$ cat src/rtl/tts_pkg.sv
`timescale 1ns/1ps
`default_nettype none
// ============================================================================
//  Module      : tts_pkg
//  Description : Shared definitions for the truth-table sweeper: FSM state
//                encoding, state enum and legal parameter ranges.
//  Revision    : 1.0 - initial release
// ============================================================================
package tts_pkg;

    // FSM state encoding (2-bit)
    localparam logic [1:0] IDLE   = 2'd0;
    localparam logic [1:0] APPLY  = 2'd1;
    localparam logic [1:0] SAMPLE = 2'd2;
    localparam logic [1:0] DONE   = 2'd3;

    typedef enum logic [1:0] {
        ST_IDLE   = IDLE,
        ST_APPLY  = APPLY,
        ST_SAMPLE = SAMPLE,
        ST_DONE   = DONE
    } tts_state_t;

    // Legal parameter ranges
    localparam int c_N_IN_MIN    = 1;
    localparam int c_N_IN_MAX    = 8;
    localparam int c_SETTLE_MIN  = 1;
    localparam int c_SETTLE_MAX  = 255;

    // Settle counter width covers c_SETTLE_MAX
    localparam int c_SETTLE_CNT_W = 8;

endpackage : tts_pkg
`default_nettype wire

$ cat src/rtl/tts_settle_counter.sv
`timescale 1ns/1ps
`default_nettype none
// ============================================================================
//  Module      : tts_settle_counter
//  Description : Counts the cycles a vector has been held. tc_o is high during
//                the SETTLE_CYCLES-th enabled cycle, so a consumer that leaves
//                its hold state on tc_o holds for exactly SETTLE_CYCLES cycles.
//  Ports       : clk      - clock
//                rst_n    - asynchronous active-low reset
//                clear_i  - synchronous clear to zero (priority over en_i)
//                en_i     - count enable
//                tc_o     - terminal count (combinational)
//  Revision    : 1.0 - initial release
// ============================================================================
module tts_settle_counter
    import tts_pkg::*;
#(
    parameter int SETTLE_CYCLES = 4
) (
    input  logic clk,
    input  logic rst_n,
    input  logic clear_i,
    input  logic en_i,
    output logic tc_o
);

    localparam logic [c_SETTLE_CNT_W-1:0] c_TC_VAL = c_SETTLE_CNT_W'(SETTLE_CYCLES - 1);

    logic [c_SETTLE_CNT_W-1:0] count_q;
    logic [c_SETTLE_CNT_W-1:0] count_d;

    always_comb begin
        count_d = count_q;
        if (clear_i) begin
            count_d = '0;
        end else if (en_i) begin
            count_d = count_q + c_SETTLE_CNT_W'(1);
        end
    end

    always_ff @(posedge clk or negedge rst_n) begin
        if (!rst_n) begin
            count_q <= '0;
        end else begin
            count_q <= count_d;
        end
    end

    assign tc_o = en_i && (count_q == c_TC_VAL);

endmodule : tts_settle_counter
`default_nettype wire

$ cat src/rtl/truth_table_sweeper.sv
`timescale 1ns/1ps
`default_nettype none
// ============================================================================
//  Module      : truth_table_sweeper
//  Description : Drives every input vector 0..2**N_IN-1 into an external
//                combinational DUT, holds each for SETTLE_CYCLES cycles, then
//                compares the DUT output with the captured truth table and
//                keeps a mismatch count and the first failing vector.
//  Config      : TTS_STOP_ON_FAIL_EN - when defined, the first mismatch ends
//                the sweep with vec_out_o frozen at the failing vector.
//  Ports       : clk, rst_n            - clock, async active-low reset
//                start_i               - sweep request (IDLE/DONE only)
//                tt_expected_i         - expected output table, bit k = vec k
//                dut_out_i             - observed DUT output
//                vec_out_o             - vector driven to the DUT
//                busy_o / done_o       - sweep running / finished
//                pass_o                - done and no mismatches
//                err_count_o           - mismatch count
//                first_fail_valid_o    - a mismatch has been recorded
//                first_fail_vec_o      - vector of the first mismatch
//  Revision    : 1.0 - initial release
// ============================================================================
module truth_table_sweeper
    import tts_pkg::*;
#(
    parameter int N_IN          = 2,
    parameter int SETTLE_CYCLES = 4
) (
    input  logic                   clk,
    input  logic                   rst_n,
    input  logic                   start_i,
    input  logic [(2**N_IN)-1:0]   tt_expected_i,
    input  logic                   dut_out_i,
    output logic [N_IN-1:0]        vec_out_o,
    output logic                   busy_o,
    output logic                   done_o,
    output logic                   pass_o,
    output logic [N_IN:0]          err_count_o,
    output logic                   first_fail_valid_o,
    output logic [N_IN-1:0]        first_fail_vec_o
);

    localparam int              c_NVEC     = 2**N_IN;
    localparam logic [N_IN-1:0] c_LAST_VEC = {N_IN{1'b1}};

    tts_state_t          state_q, state_d;
    logic [c_NVEC-1:0]   tt_q, tt_d;
    logic [N_IN-1:0]     vec_q, vec_d;
    logic [N_IN:0]       err_q, err_d;
    logic                ffv_q, ffv_d;
    logic [N_IN-1:0]     ffvec_q, ffvec_d;

    logic                cnt_clear;
    logic                cnt_en;
    logic                cnt_tc;
    logic                mismatch;

    tts_settle_counter #(
        .SETTLE_CYCLES (SETTLE_CYCLES)
    ) u_settle (
        .clk     (clk),
        .rst_n   (rst_n),
        .clear_i (cnt_clear),
        .en_i    (cnt_en),
        .tc_o    (cnt_tc)
    );

    assign mismatch = (dut_out_i != tt_q[vec_q]);

    always_comb begin
        state_d   = state_q;
        tt_d      = tt_q;
        vec_d     = vec_q;
        err_d     = err_q;
        ffv_d     = ffv_q;
        ffvec_d   = ffvec_q;
        cnt_clear = 1'b0;
        cnt_en    = 1'b0;

        case (state_q)
            ST_IDLE, ST_DONE: begin
                if (start_i) begin
                    state_d   = ST_APPLY;
                    tt_d      = tt_expected_i;
                    vec_d     = '0;
                    err_d     = '0;
                    ffv_d     = 1'b0;
                    ffvec_d   = '0;
                    cnt_clear = 1'b1;
                end
            end

            ST_APPLY: begin
                cnt_en = 1'b1;
                if (cnt_tc) begin
                    state_d = ST_SAMPLE;
                end
            end

            ST_SAMPLE: begin
                // Counter cleared here so the next vector starts from zero.
                cnt_clear = 1'b1;
                if (mismatch) begin
                    // At most 2**N_IN increments per sweep, which N_IN+1 bits hold.
                    err_d = err_q + (N_IN+1)'(1);
                    if (!ffv_q) begin
                        ffv_d   = 1'b1;
                        ffvec_d = vec_q;
                    end
                end
`ifdef TTS_STOP_ON_FAIL_EN
                if (mismatch || (vec_q == c_LAST_VEC)) begin
                    state_d = ST_DONE;
                end else begin
                    vec_d   = vec_q + N_IN'(1);
                    state_d = ST_APPLY;
                end
`else
                if (vec_q == c_LAST_VEC) begin
                    state_d = ST_DONE;
                end else begin
                    vec_d   = vec_q + N_IN'(1);
                    state_d = ST_APPLY;
                end
`endif
            end

            default: begin
                state_d = ST_IDLE;
            end
        endcase
    end

    always_ff @(posedge clk or negedge rst_n) begin
        if (!rst_n) begin
            state_q <= ST_IDLE;
            tt_q    <= '0;
            vec_q   <= '0;
            err_q   <= '0;
            ffv_q   <= 1'b0;
            ffvec_q <= '0;
        end else begin
            state_q <= state_d;
            tt_q    <= tt_d;
            vec_q   <= vec_d;
            err_q   <= err_d;
            ffv_q   <= ffv_d;
            ffvec_q <= ffvec_d;
        end
    end

    assign vec_out_o          = vec_q;
    assign busy_o             = (state_q == ST_APPLY) || (state_q == ST_SAMPLE);
    assign done_o             = (state_q == ST_DONE);
    assign pass_o             = (state_q == ST_DONE) && (err_q == '0);
    assign err_count_o        = err_q;
    assign first_fail_valid_o = ffv_q;
    assign first_fail_vec_o   = ffvec_q;

endmodule : truth_table_sweeper
`default_nettype wire

$ cat config.mk
export PLATFORM = sky130hd
export DESIGN_NAME = truth_table_sweeper
export DESIGN_NICKNAME = d
export VERILOG_FILES = /design/src/rtl/tts_pkg.sv /design/src/rtl/tts_settle_counter.sv /design/src/rtl/truth_table_sweeper.sv
export SDC_FILE = /design/constraint.sdc
export NUM_CORES = 1
export LEC_CHECK = 0
export BUFFER_PORTS_ARGS = -buffer_cell sky130_fd_sc_hd__clkbuf_2
export CAP_MARGIN = 5
export CORE_MARGIN = 2
export CORE_UTILIZATION = 45
export CTS_CLUSTER_SIZE = 20
export DETAILED_ROUTE_END_ITERATION = 7
export PLACE_DENSITY = 0.67
export SYNTH_ARGS = -nofsm -noshare
export SYNTH_HDL_FRONTEND = slang
export SYNTH_HIERARCHICAL = 1
export SYNTH_SLANG_ARGS = --single-unit
$ cat constraint.sdc
create_clock -name clk -period 2.5 [get_ports clk]
set_input_delay 0.25 -clock clk [delete_from_list [all_inputs] [get_ports clk]]
set_output_delay 0.25 -clock clk [all_outputs]
set_load 0.005 [all_outputs]
==> summary.md <==
| Metric | Value |
|---|---|
| Outcome | finished, final reports clean |
| Final hold slack | 172.0 ps |
| Ys async rst share | 100.0% |
| Clk_lat worst skew | 300 ps |
| Post-synth top area share | 43.35% |
| Crit path capture type | flip-flop |
| HPWL after DPL | 1704 µm |
| Fin worst setup slack | 415.0 ps |
| Starting density of the core | 46.86% |
| CTS tree | done |
| Largest cells by area after synthesis | dfrtp_1 43%, ha_1 8.9%, nand2_1 3.8% |
| Post-Syn Instances | 122 |
| Max clock buf depth | 2 |
| Share of layout cells above drive strength 1 | 24.11% |
| Final Net Count | 160 |
| Full die area | 3263 µm² |
| Place WS | 437.5 ps |
| Global-route wire length before repair | 4098 µm |
| VDD IR max | 0.6798 mV |
| Vias per cell | 5.390 |
| Die width | 57.13 µm |
| Switching pwr | 0.6093 mW |
| RSZ-0062 raised after global routing | false |
| Root Driver | clkbuf_4 |
| Sink Count | 22 |
| Overflow after GRT | 0 |
| CTS clk-pin slew, worst paths | 120 ps |
| Area delta synth->final | 10.94% |
| Commonest non-fill, non-tap cells in the layout | 22 x dfrtp_1, 18 x clkbuf_2, 13 x nand2_1 |
| Yosys synthesis warning count | 6 |
| Number of setup violations in the final report | 0 |
| Routed wire length | 2257 µm |
| Mapped Nets | 139 |
| Htree depth | 1 |
| Post-synthesis register bit count | 22 |
| Chip Height | 57.13 µm |
| Row count | 19 |
| Initial antenna violation count | 0 |
| Slew Limit Fails | 0 |
| Antenna-violating nets left | 0 |
| RD Place Congestion | 0.8177 |
| Comb pwr share | 49.3% |
| Rel. slew slack | 63.37% |
| Synth Flop Type | dfrtp_1 |
| Sequential share of the synthesized area | 43.35% |
| Crit path launch type | flip-flop |
| Postcts setup bufs | 0 |
| Final min period | 2085 ps |
| MaxCap Viol Count | 0 |
| Clk_skew | 3.467 ps |
| Power per cell area | 1043 nW/µm² |
| Routed len/inst | 13.12 µm |
| WP data arrival | 2290 ps |
| DRT iter0 DRCs | 25 |
| Critical Path Fanout Max | 8 |
| # DRC | 0 |
| Sequential power share | 39.9% |
| DR vias | 927 |
| Post-synth EDFFs | 0 |
| Yosys top cell by area | dfrtp_1 |
| Largest net degree at the start of global routing | 23 |
| IO Pins | 19 |
| Period utilization | 83.40% |
| Lkg Pwr | 0.6595 nW |
| DRT Pass-1 Iters | 5 |
| HP Class | in -> reg |
| Critical path type | reg -> reg |
| N_diodes | 0 |
| Port Buf Inserts | 18 |
| Setup TNS | 0 ps |
| Syn Area/Cell | 10.41 µm² |
| Final count of hold timing violations | 0 |
| Cts hold-fix bufs | 1 |
| Required time of the critical path | 2700 ps |
| Mapped cell area | 1270 µm² |
| Cts bufs inserted | 3 |
| Commonest non-fill, non-tap cell in the layout | dfrtp_1 |
| Highest clock rate | 0.4796 GHz |
| Vias in the first global route | 934 |
| Global Route Usage Sum | 15.82% |
| Internal Power | 0.8596 mW |
| Switching share of power | 41.48% |
| Core Region | 2710 µm² |
| Synth cell types | 39 |
| Slew @ Worst Pin | 549.4 ps |
| Clk pwr share | 10.8% |
| Cts repair resizes | 0 |
## worst paths after layout
check,from,to,slack (ps),cells past startpoint
setup / recovery,state_q[0],first_fail_valid_o,420,6
hold / removal,tt_expected_i[1],tt_q[1],170,2
setup reg to reg,state_q[0],first_fail_valid_o,420,6
hold reg to reg,tt_q[2],tt_q[2],520,1
max in group asynchronous,rst_n,u_settle/count_q[1],1680,2
min in group asynchronous,rst_n,first_fail_vec_o[0],450,2
## through the flow
stage                     util (%)  total power, mW  instance area [µm²]  std cells
after floorplan                  -            1.154                 1270        122
after global placement       50.78            1.303                 1376        168
after detailed placement     50.78            1.320                 1376        168
after CTS                    51.99            1.487                 1409        172
after global routing         51.99            1.613                 1409        172
final                        51.99            1.469                 1409        172
## synth_stat cells, drive strengths merged, types with 2 or more instances
cell    n
xnor2   3
or4     2
buf     3
mux2    5
ha      9
dfrtp  22
nor2    8
nand3   4
o21ai   6
nor2b   2
nand2  13
a22o    2
or3     2
nand4   5
inv     8
mux2i   3
a21oi   6
xor2    4
or2b    2
a21o    2
## layer usage
layer / up-vias / track usage [%] / share of wire [%]
met1: 433 / 22.66 / 52
met5: - / 0 / 0
li1: 474 / - / -
met3: 2 / 2.041 / 3.5
met4: 0 / 5.980 / 0.84
met2: 18 / 24.63 / 44
## logic make-up after synthesis
family | Yosys count | synth area share, %
AOI/OAI and AO/OA | 22 | 11.82
xor gates and xnor gates | 7 | 5.419
adders and majority gates | 9 | 8.867
buffers and inverters | 11 | 4.138
DFF | 22 | 43.35
muxes | 9 | 8.866
and+or+nand+nor | 42 | 17.54
## registers in the layout, indices dropped and copies added (netlist names)
signal,cells
vec_out_o,2
u_settle/count_q,8
state_q,2
tt_q,4
first_fail_vec_o,2
first_fail_valid_o,1
err_count_o,3
## worst max-delay path: stages (launching register included)
cell and delay (ps):
dfrtp_1 440, inv_1 60, ha_1 380, or2b_2 220, or2b_2 340, a21oi_2 230, mux2_4 320
## area by class of cell
type	instances	area (µm²)
sequential	22	550.5
fill	261	1301
inverter	8	30.03
tap	31	38.79
multi-input combinational	89	666.9
timing repair buffer	19	100.1
clock buffer	3	22.52
## power groups by stage
| stage | sequential, mW | clock [mW] | combinational, mW |
|---|---|---|---|
| 2_1_floorplan | 0.566 | 0 | 0.588 |
| 3_3_place_gp | 0.588 | 0 | 0.715 |
| 3_5_place_dp | 0.593 | 0 | 0.727 |
| 4_1_cts | 0.587 | 0.167 | 0.733 |
| 5_1_grt | 0.609 | 0.176 | 0.828 |
| 6_report | 0.586 | 0.158 | 0.724 |
Note: power is estimated with default switching activity, not from simulation.
